--- src/rtl/ace_pkg.sv ---
// ACE snoop-channel types shared by the CCU snoop arbiter and its ownership FIFOs.
package ace_pkg;

  localparam int unsigned AddrWidth     = 32;
  localparam int unsigned DataWidth     = 64;
  localparam int unsigned MaskWidth     = 4;
  localparam int unsigned NumSnoopReq   = 2;
  localparam int unsigned OwnerIdxWidth = (NumSnoopReq > 1) ? $clog2(NumSnoopReq) : 1;

  typedef logic [3:0]               acsnoop_t;
  typedef logic [2:0]               acprot_t;
  typedef logic [OwnerIdxWidth-1:0] owner_idx_t;
  typedef logic [MaskWidth-1:0]     ace_domain_mask_t;

  typedef struct packed {
    logic WasUnique;
    logic IsShared;
    logic PassDirty;
    logic Error;
    logic DataTransfer;
  } crresp_t;

  typedef struct packed {
    logic [AddrWidth-1:0] addr;
    acsnoop_t             snoop;
    acprot_t              prot;
  } ace_ac_t;

  typedef crresp_t ace_cr_t;

  typedef struct packed {
    logic [DataWidth-1:0] data;
    logic                 last;
  } ace_cd_t;

  typedef struct packed {
    logic    ac_valid;
    ace_ac_t ac;
    logic    cr_ready;
    logic    cd_ready;
  } ace_snoop_req_t;

  typedef struct packed {
    logic    ac_ready;
    logic    cr_valid;
    ace_cr_t cr_resp;
    logic    cd_valid;
    ace_cd_t cd;
  } ace_snoop_resp_t;

endpackage

--- src/rtl/ccu_snoop_arbiter_owner_fifo.sv ---
// ccu_snoop_owner_fifo: synchronous FIFO of requester indices; full/empty reflect registered occupancy.
module ccu_snoop_owner_fifo #(
  parameter int unsigned Depth  = 4,
  parameter type         data_t = logic
) (
  input  logic  clk_i,
  input  logic  rst_i,
  input  logic  push_i,
  input  data_t data_i,
  input  logic  pop_i,
  output data_t data_o,
  output logic  full_o,
  output logic  empty_o
);

  localparam int unsigned PtrW = (Depth > 1) ? $clog2(Depth) : 1;
  localparam int unsigned CntW = $clog2(Depth + 1);

  data_t           r_mem [Depth];
  logic [PtrW-1:0] r_wptr;
  logic [PtrW-1:0] r_rptr;
  logic [CntW-1:0] r_cnt;
  logic            w_push;
  logic            w_pop;

  assign full_o  = (r_cnt == CntW'(Depth));
  assign empty_o = (r_cnt == '0);
  assign data_o  = r_mem[r_rptr];
  assign w_push  = push_i & ~full_o;
  assign w_pop   = pop_i & ~empty_o;

  always_ff @(posedge clk_i) begin
    if (w_push) r_mem[r_wptr] <= data_i;
  end

  // Simultaneous push and pop leaves occupancy unchanged
  always_ff @(posedge clk_i) begin
    if (rst_i) begin
      r_wptr <= '0;
      r_rptr <= '0;
      r_cnt  <= '0;
    end else begin
      if (w_push) r_wptr <= (r_wptr == PtrW'(Depth - 1)) ? '0 : r_wptr + PtrW'(1);
      if (w_pop)  r_rptr <= (r_rptr == PtrW'(Depth - 1)) ? '0 : r_rptr + PtrW'(1);
      if (w_push && !w_pop)      r_cnt <= r_cnt + CntW'(1);
      else if (w_pop && !w_push) r_cnt <= r_cnt - CntW'(1);
    end
  end

endmodule

--- src/rtl/ccu_snoop_arbiter.sv ---
// Arbitrates requester AC snoops onto one crossbar port and routes CR/CD back by ownership order.
// Define CCU_SNOOP_ARB_FIXED_PRIO_EN for fixed priority (lowest index wins) instead of round-robin.
module ccu_snoop_arbiter
  import ace_pkg::*;
#(
  parameter int unsigned NumReq           = 2,
  parameter int unsigned OwnerDepth       = 4,
  parameter type         ac_chan_t        = ace_ac_t,
  parameter type         cr_chan_t        = ace_cr_t,
  parameter type         cd_chan_t        = ace_cd_t,
  parameter type         mst_snoop_req_t  = ace_snoop_req_t,
  parameter type         mst_snoop_resp_t = ace_snoop_resp_t,
  parameter type         domain_mask_t    = ace_domain_mask_t
) (
  input  logic              clk_i,
  input  logic              rst_i,
  input  logic [NumReq-1:0] req_ac_valid_i,
  input  ac_chan_t          req_ac_i [NumReq],
  output logic [NumReq-1:0] req_ac_ready_o,
  input  domain_mask_t      req_mask_i [NumReq],
  output logic [NumReq-1:0] req_cr_valid_o,
  input  logic [NumReq-1:0] req_cr_ready_i,
  output cr_chan_t          req_cr_o,
  output logic [NumReq-1:0] req_cd_valid_o,
  input  logic [NumReq-1:0] req_cd_ready_i,
  output cd_chan_t          req_cd_o,
  output mst_snoop_req_t    snoop_req_o,
  input  mst_snoop_resp_t   snoop_resp_i,
  output domain_mask_t      domain_mask_o
);

  owner_idx_t w_arb_idx, w_gnt_idx, w_cr_head, w_cd_head, r_hold_idx;
  logic       r_hold, w_gnt_valid, w_ac_valid, w_ac_hs;
  logic       w_cr_full, w_cr_empty, w_cd_full, w_cd_empty;
  logic       w_cr_ok, w_cr_hs, w_cd_ok, w_cd_hs;

`ifdef CCU_SNOOP_ARB_FIXED_PRIO_EN
  always_comb begin
    w_arb_idx = '0;
    for (int unsigned k = NumReq; k > 0; k--) begin
      if (req_ac_valid_i[owner_idx_t'(k - 1)]) w_arb_idx = owner_idx_t'(k - 1);
    end
  end
`else
  owner_idx_t r_rr_ptr;
  logic       w_found;

  // First valid requester at or after the priority pointer
  always_comb begin
    int unsigned v_j;
    w_arb_idx = '0;
    w_found   = 1'b0;
    v_j       = 0;
    for (int unsigned k = 0; k < NumReq; k++) begin
      v_j = (32'(r_rr_ptr) + k) % NumReq;
      if (!w_found && req_ac_valid_i[owner_idx_t'(v_j)]) begin
        w_arb_idx = owner_idx_t'(v_j);
        w_found   = 1'b1;
      end
    end
  end

  always_ff @(posedge clk_i) begin
    if (rst_i) r_rr_ptr <= '0;
    else if (w_ac_hs)
      r_rr_ptr <= (w_gnt_idx == owner_idx_t'(NumReq - 1)) ? '0 : w_gnt_idx + owner_idx_t'(1);
  end
`endif

  assign w_gnt_idx   = r_hold ? r_hold_idx : w_arb_idx;
  assign w_gnt_valid = req_ac_valid_i[w_gnt_idx];
  assign w_ac_valid  = w_gnt_valid & ~w_cr_full & ~rst_i;
  assign w_ac_hs     = w_ac_valid & snoop_resp_i.ac_ready;

  // Keep the offered AC stable until the crossbar accepts it
  always_ff @(posedge clk_i) begin
    if (rst_i) begin
      r_hold     <= 1'b0;
      r_hold_idx <= '0;
    end else begin
      r_hold     <= w_ac_valid & ~snoop_resp_i.ac_ready;
      r_hold_idx <= w_gnt_idx;
    end
  end

  assign w_cr_ok = ~rst_i & ~w_cr_empty & ~(snoop_resp_i.cr_resp.DataTransfer & w_cd_full);
  assign w_cr_hs = snoop_resp_i.cr_valid & w_cr_ok & req_cr_ready_i[w_cr_head];
  assign w_cd_ok = ~rst_i & ~w_cd_empty;
  assign w_cd_hs = snoop_resp_i.cd_valid & w_cd_ok & req_cd_ready_i[w_cd_head];

  always_comb begin
    snoop_req_o          = '0;
    snoop_req_o.ac_valid = w_ac_valid;
    snoop_req_o.ac       = req_ac_i[w_gnt_idx];
    snoop_req_o.cr_ready = w_cr_ok & req_cr_ready_i[w_cr_head];
    snoop_req_o.cd_ready = w_cd_ok & req_cd_ready_i[w_cd_head];
    domain_mask_o        = req_mask_i[w_gnt_idx];
    req_cr_o             = snoop_resp_i.cr_resp;
    req_cd_o             = snoop_resp_i.cd;
    req_ac_ready_o       = '0;
    req_cr_valid_o       = '0;
    req_cd_valid_o       = '0;
    for (int unsigned i = 0; i < NumReq; i++) begin
      req_ac_ready_o[i] = w_ac_hs & (w_gnt_idx == owner_idx_t'(i));
      req_cr_valid_o[i] = snoop_resp_i.cr_valid & w_cr_ok & (w_cr_head == owner_idx_t'(i));
      req_cd_valid_o[i] = snoop_resp_i.cd_valid & w_cd_ok & (w_cd_head == owner_idx_t'(i));
    end
  end

  ccu_snoop_owner_fifo #(
    .Depth  (OwnerDepth),
    .data_t (owner_idx_t)
  ) u_cr_owner (
    .clk_i   (clk_i),
    .rst_i   (rst_i),
    .push_i  (w_ac_hs),
    .data_i  (w_gnt_idx),
    .pop_i   (w_cr_hs),
    .data_o  (w_cr_head),
    .full_o  (w_cr_full),
    .empty_o (w_cr_empty)
  );

  // CD ownership is released only on the final beat
  ccu_snoop_owner_fifo #(
    .Depth  (OwnerDepth),
    .data_t (owner_idx_t)
  ) u_cd_owner (
    .clk_i   (clk_i),
    .rst_i   (rst_i),
    .push_i  (w_cr_hs & snoop_resp_i.cr_resp.DataTransfer),
    .data_i  (w_cr_head),
    .pop_i   (w_cd_hs & snoop_resp_i.cd.last),
    .data_o  (w_cd_head),
    .full_o  (w_cd_full),
    .empty_o (w_cd_empty)
  );

endmodule

--- config.mk ---
export PLATFORM = sky130hd
export DESIGN_NAME = ccu_snoop_arbiter
export DESIGN_NICKNAME = d
export VERILOG_FILES = /design/src/rtl/ace_pkg.sv /design/src/rtl/ccu_snoop_arbiter_owner_fifo.sv /design/src/rtl/ccu_snoop_arbiter.sv
export SDC_FILE = /design/constraint.sdc
export NUM_CORES = 1
export LEC_CHECK = 0
export CORE_AREA = 8 8 106 108
export CTS_BUF_LIST = sky130_fd_sc_hd__clkbuf_4 sky130_fd_sc_hd__clkbuf_8
export CTS_CLUSTER_DIAMETER = 200
export DETAILED_ROUTE_END_ITERATION = 16
export DIE_AREA = 0 0 114 116
export PLACE_DENSITY = 0.79
export SYNTH_ARGS = -nofsm -noshare
export SYNTH_HDL_FRONTEND = slang
export SYNTH_SLANG_ARGS = --single-unit
--- constraint.sdc ---
create_clock -name clk_i -period 3.5 [get_ports clk_i]
set_clock_uncertainty 0.05 [all_clocks]
set_input_delay 0.525 -clock clk_i [delete_from_list [all_inputs] [get_ports clk_i]]
set_output_delay 0.525 -clock clk_i [all_outputs]
set_load 0.02 [all_outputs]
==> flow_metrics.tcl <==
set metrics [dict create \
    final_layout_size_suffix_gt1_share_pct 20.6 \
    buffer_count_from_post_cts_setup_fixing 0 \
    synthDominantCellAreaShare_pct 20.8 \
    syn-mean-instance-area_um2 9.95 \
    grt_first_pass_wirelength_um 11900 \
    avgRoutedWirePerCell_um 18.0 \
    synth-warning-count 0 \
    design.final.nets 525 \
    cts_tree "built" \
    crit_path_max_fanout 45 \
    worst-setup-path-type "in -> out" \
    core_region_area_mm2 0.00955 \
    type_of_the_worst_min_delay_path "reg -> reg" \
    number_of_nets_with_antenna_violations_after_routing 0 \
    min_delay_path_depth 2 \
    timing.reg2reg.setup_slack_ps 620 \
    reg2reg_from "u_cr_owner.r_mem[3]$_DFFE_PP_" \
    finalInstanceArea_mm2 0.00384 \
    drc 0 \
    grt_antenna_before_repair 0 \
    critical-path-max-stage-delay_ps 570 \
    postSynth.topFlopCell "sky130_fd_sc_hd__dfxtp_1" \
    finalSetupViolCount 0 \
    status "complete, no violations" \
    seq_area_frac_synth_pct 25.7 \
    worstSetupEndpointType "output port" \
    timing.rr.end "u_cr_owner.r_cnt[2]$_SDFFE_PP0P_" \
    synth.net_count 439 \
    vias_per_cell 4.29 \
    detailed_place.area_mm2 0.00375 \
    max_clock_freq_mhz 309 \
    floorplan.die.width_um 114 \
    gpl.final_weighted_congestion 0.761 \
    timing.critical_path.arrival_ps 2660 \
    globalRouteOverflowTotal 0 \
    dr.pass1.iters 4 \
    worst_ir_drop_vdd_mv 0.115 \
    async_reset_ff_share_pct 0 \
    design.die.area_mm2 0.0132 \
    yosys.cell_types.count 38 \
    clkSinkCount 29 \
    power_leakage_nw 1.43 \
    chain_of_cells_forming_the_critical_path "clkdlybuf4s50_1, inv_1, o31ai_4, buf_12, mux2_2, clkdlybuf4s50_1" \
    num_vias 2050 \
    grt_start_max_net_pins 46 \
    cts-root-buf "sky130_fd_sc_hd__clkbuf_8" \
    grt_usage_pct 11.7 \
    cts.reportedPaths.clkPinSlew_ps 60 \
    postSynthRegisterBits 29 \
    worst_max_slew_margin_expressed_relative_to_the_limit_pct 65.7 \
    timing.critical_path.from "req_ac_valid_i[1]" \
    pnr_total_power_w 0.00114 \
    syn-instance-count 258 \
    vias_in_the_first_global_route 2126 \
    antennaDiodeCount 0 \
    cts_resized 0 \
    cp.required_ps 2920 \
    highest_count_cells_in_the_layout_ignoring_fill_and_taps "sky130_fd_sc_hd__clkdlybuf4s50_1 (152), sky130_fd_sc_hd__mux2_2 (47), sky130_fd_sc_hd__dfxtp_1 (21), sky130_fd_sc_hd__and2_1 (14), sky130_fd_sc_hd__nor2_1 (13)" \
    worstMarginPinSlew_ps 514 \
    insertion_delay_ps 280 \
    port_buffers 152 \
    io-pin-count 289 \
    cts_hold_buffers 0 \
    depth_of_the_worst_register_to_register_path 9 \
    synth_edf_count 8 \
    htreeDepth 2 \
    max_slew_violation_total_from_the_final_report 0 \
    dr.first_iter.drc_count 79 \
    final_period_demand_of_the_worst_path_ps 3240 \
    cts.path.max_buffers 2 \
    biggest_area_contributors_in_the_synthesized_netlist "sky130_fd_sc_hd__buf_4 (21%), sky130_fd_sc_hd__mux2_2 (21%), sky130_fd_sc_hd__dfxtp_1 (16%)" \
    worstSetupStartpointType "primary input" \
    worstHoldStart "u_cr_owner.r_rptr[1]$_SDFFE_PP0P_" \
    cpMostUsedCell "sky130_fd_sc_hd__clkdlybuf4s50_1" \
    final_core_utilization_pct 40.2 \
    max-cap-violations 0 \
    num_rows 36 \
    post-route-period-util_pct 92.5 \
    synth.cell_area_mm2 0.00257 \
    fin_setup_tns_ps 0 \
    timing.critical_path.slowest_stage_cell "sky130_fd_sc_hd__clkdlybuf4s50_1" \
    tritoncts.num_buffers 5 \
    area.growth.synth_to_final_pct 49.5 \
    hold_violations 0 \
    rsz_0062_raised_after_global_routing "no" \
    commonest_non_fill_non_tap_cell_in_the_layout "sky130_fd_sc_hd__clkdlybuf4s50_1" \
    post-dp-hpwl_um 7550 \
    synthDominantAreaCellType "sky130_fd_sc_hd__buf_4" \
    start_util_pct 26.9 \
    die_height_um 116 \
    power_density_mw_per_mm2 297 \
    finalWirelength_um 8620 \
    worstHoldEndpoint "u_cr_owner.r_rptr[1]$_SDFFE_PP0P_" \
]
==> critical path: cells and delay by family <==
kind                   cells  cell delay [ps]
AOI/OAI and AO/OA          1              280
buffers and inverters      4             1460
muxes                      1              390
==> cell type report <==
cell class	instances	area, µm²
Clock buffer	6	76.3
Clock inverter	2	10.0
Fill cell	942	5710
Tap cell	133	166
Inverter	11	41.3
Timing Repair Buffer	158	1580
Sequential cell	29	661
Multi-Input combinational cell	139	1300
==> how the worst max path moves through the flow <==
stage	endpoint	slack, ps	depth (start not counted)
floorplan	u_cd_owner.r_cnt[2]$_SDFFE_PP0P_	840	10
global placement	snoop_req_o[20]	260	6
detailed placement	u_cr_owner.r_cnt[2]$_SDFFE_PP0P_	190	9
CTS	snoop_req_o[20]	260	6
global route	snoop_req_o[20]	190	6
finish	snoop_req_o[20]	260	6
==> cells in the mapped netlist, types with 4 or more instances <==
master / n
sky130_fd_sc_hd__dfxtp_1: 21
sky130_fd_sc_hd__inv_1: 11
sky130_fd_sc_hd__mux2i_1: 6
sky130_fd_sc_hd__and2_1: 14
sky130_fd_sc_hd__buf_4: 71
sky130_fd_sc_hd__nor2_1: 13
sky130_fd_sc_hd__edfxtp_1: 8
sky130_fd_sc_hd__nor2b_1: 4
sky130_fd_sc_hd__ha_1: 12
sky130_fd_sc_hd__xor2_1: 4
sky130_fd_sc_hd__mux2_2: 47
==> metrics by stage <==
step	instances	worst slack [ps]	hold slack, ps
floorplan	258	838	417
finish	478	261	468
detailed placement	470	194	453
global route	478	185	482
global placement	470	265	431
CTS	478	256	465
==> power by group <==
part / total [W] / switching [W] / internal (W)
Combinational: 0.000493 / 0.000206 / 0.000287
Clock: 0.000268 / 0.000123 / 0.000145
Sequential: 0.000379 / 0.0000165 / 0.000363
Total: 0.00114 / 0.000346 / 0.000794
==> cell families after synthesis <==
family                   count (synthesis)  synth area share [%]
AO/OA/AOI/OAI                           14                  4.73
XOR/XNOR                                 4                  1.37
adder cells (fa/ha/maj)                 14                  7.41
buffers and inverters                   90                  24.0
flip-flops                              29                  25.7
multiplexers                            56                  25.3
AND/OR/NAND/NOR                         51                  11.5
==> layer usage <==
layer | track usage, % | vias up | part of all wire [%]
li1 | - | 980 | -
met1 | 10.9 | 944 | 33
met2 | 21.0 | 103 | 53
met3 | 6.67 | 23 | 12
met4 | 4.53 | 0 | 1.9
met5 | 0 | - | 0
No activity file was read; power rests on OpenSTA's default activity.
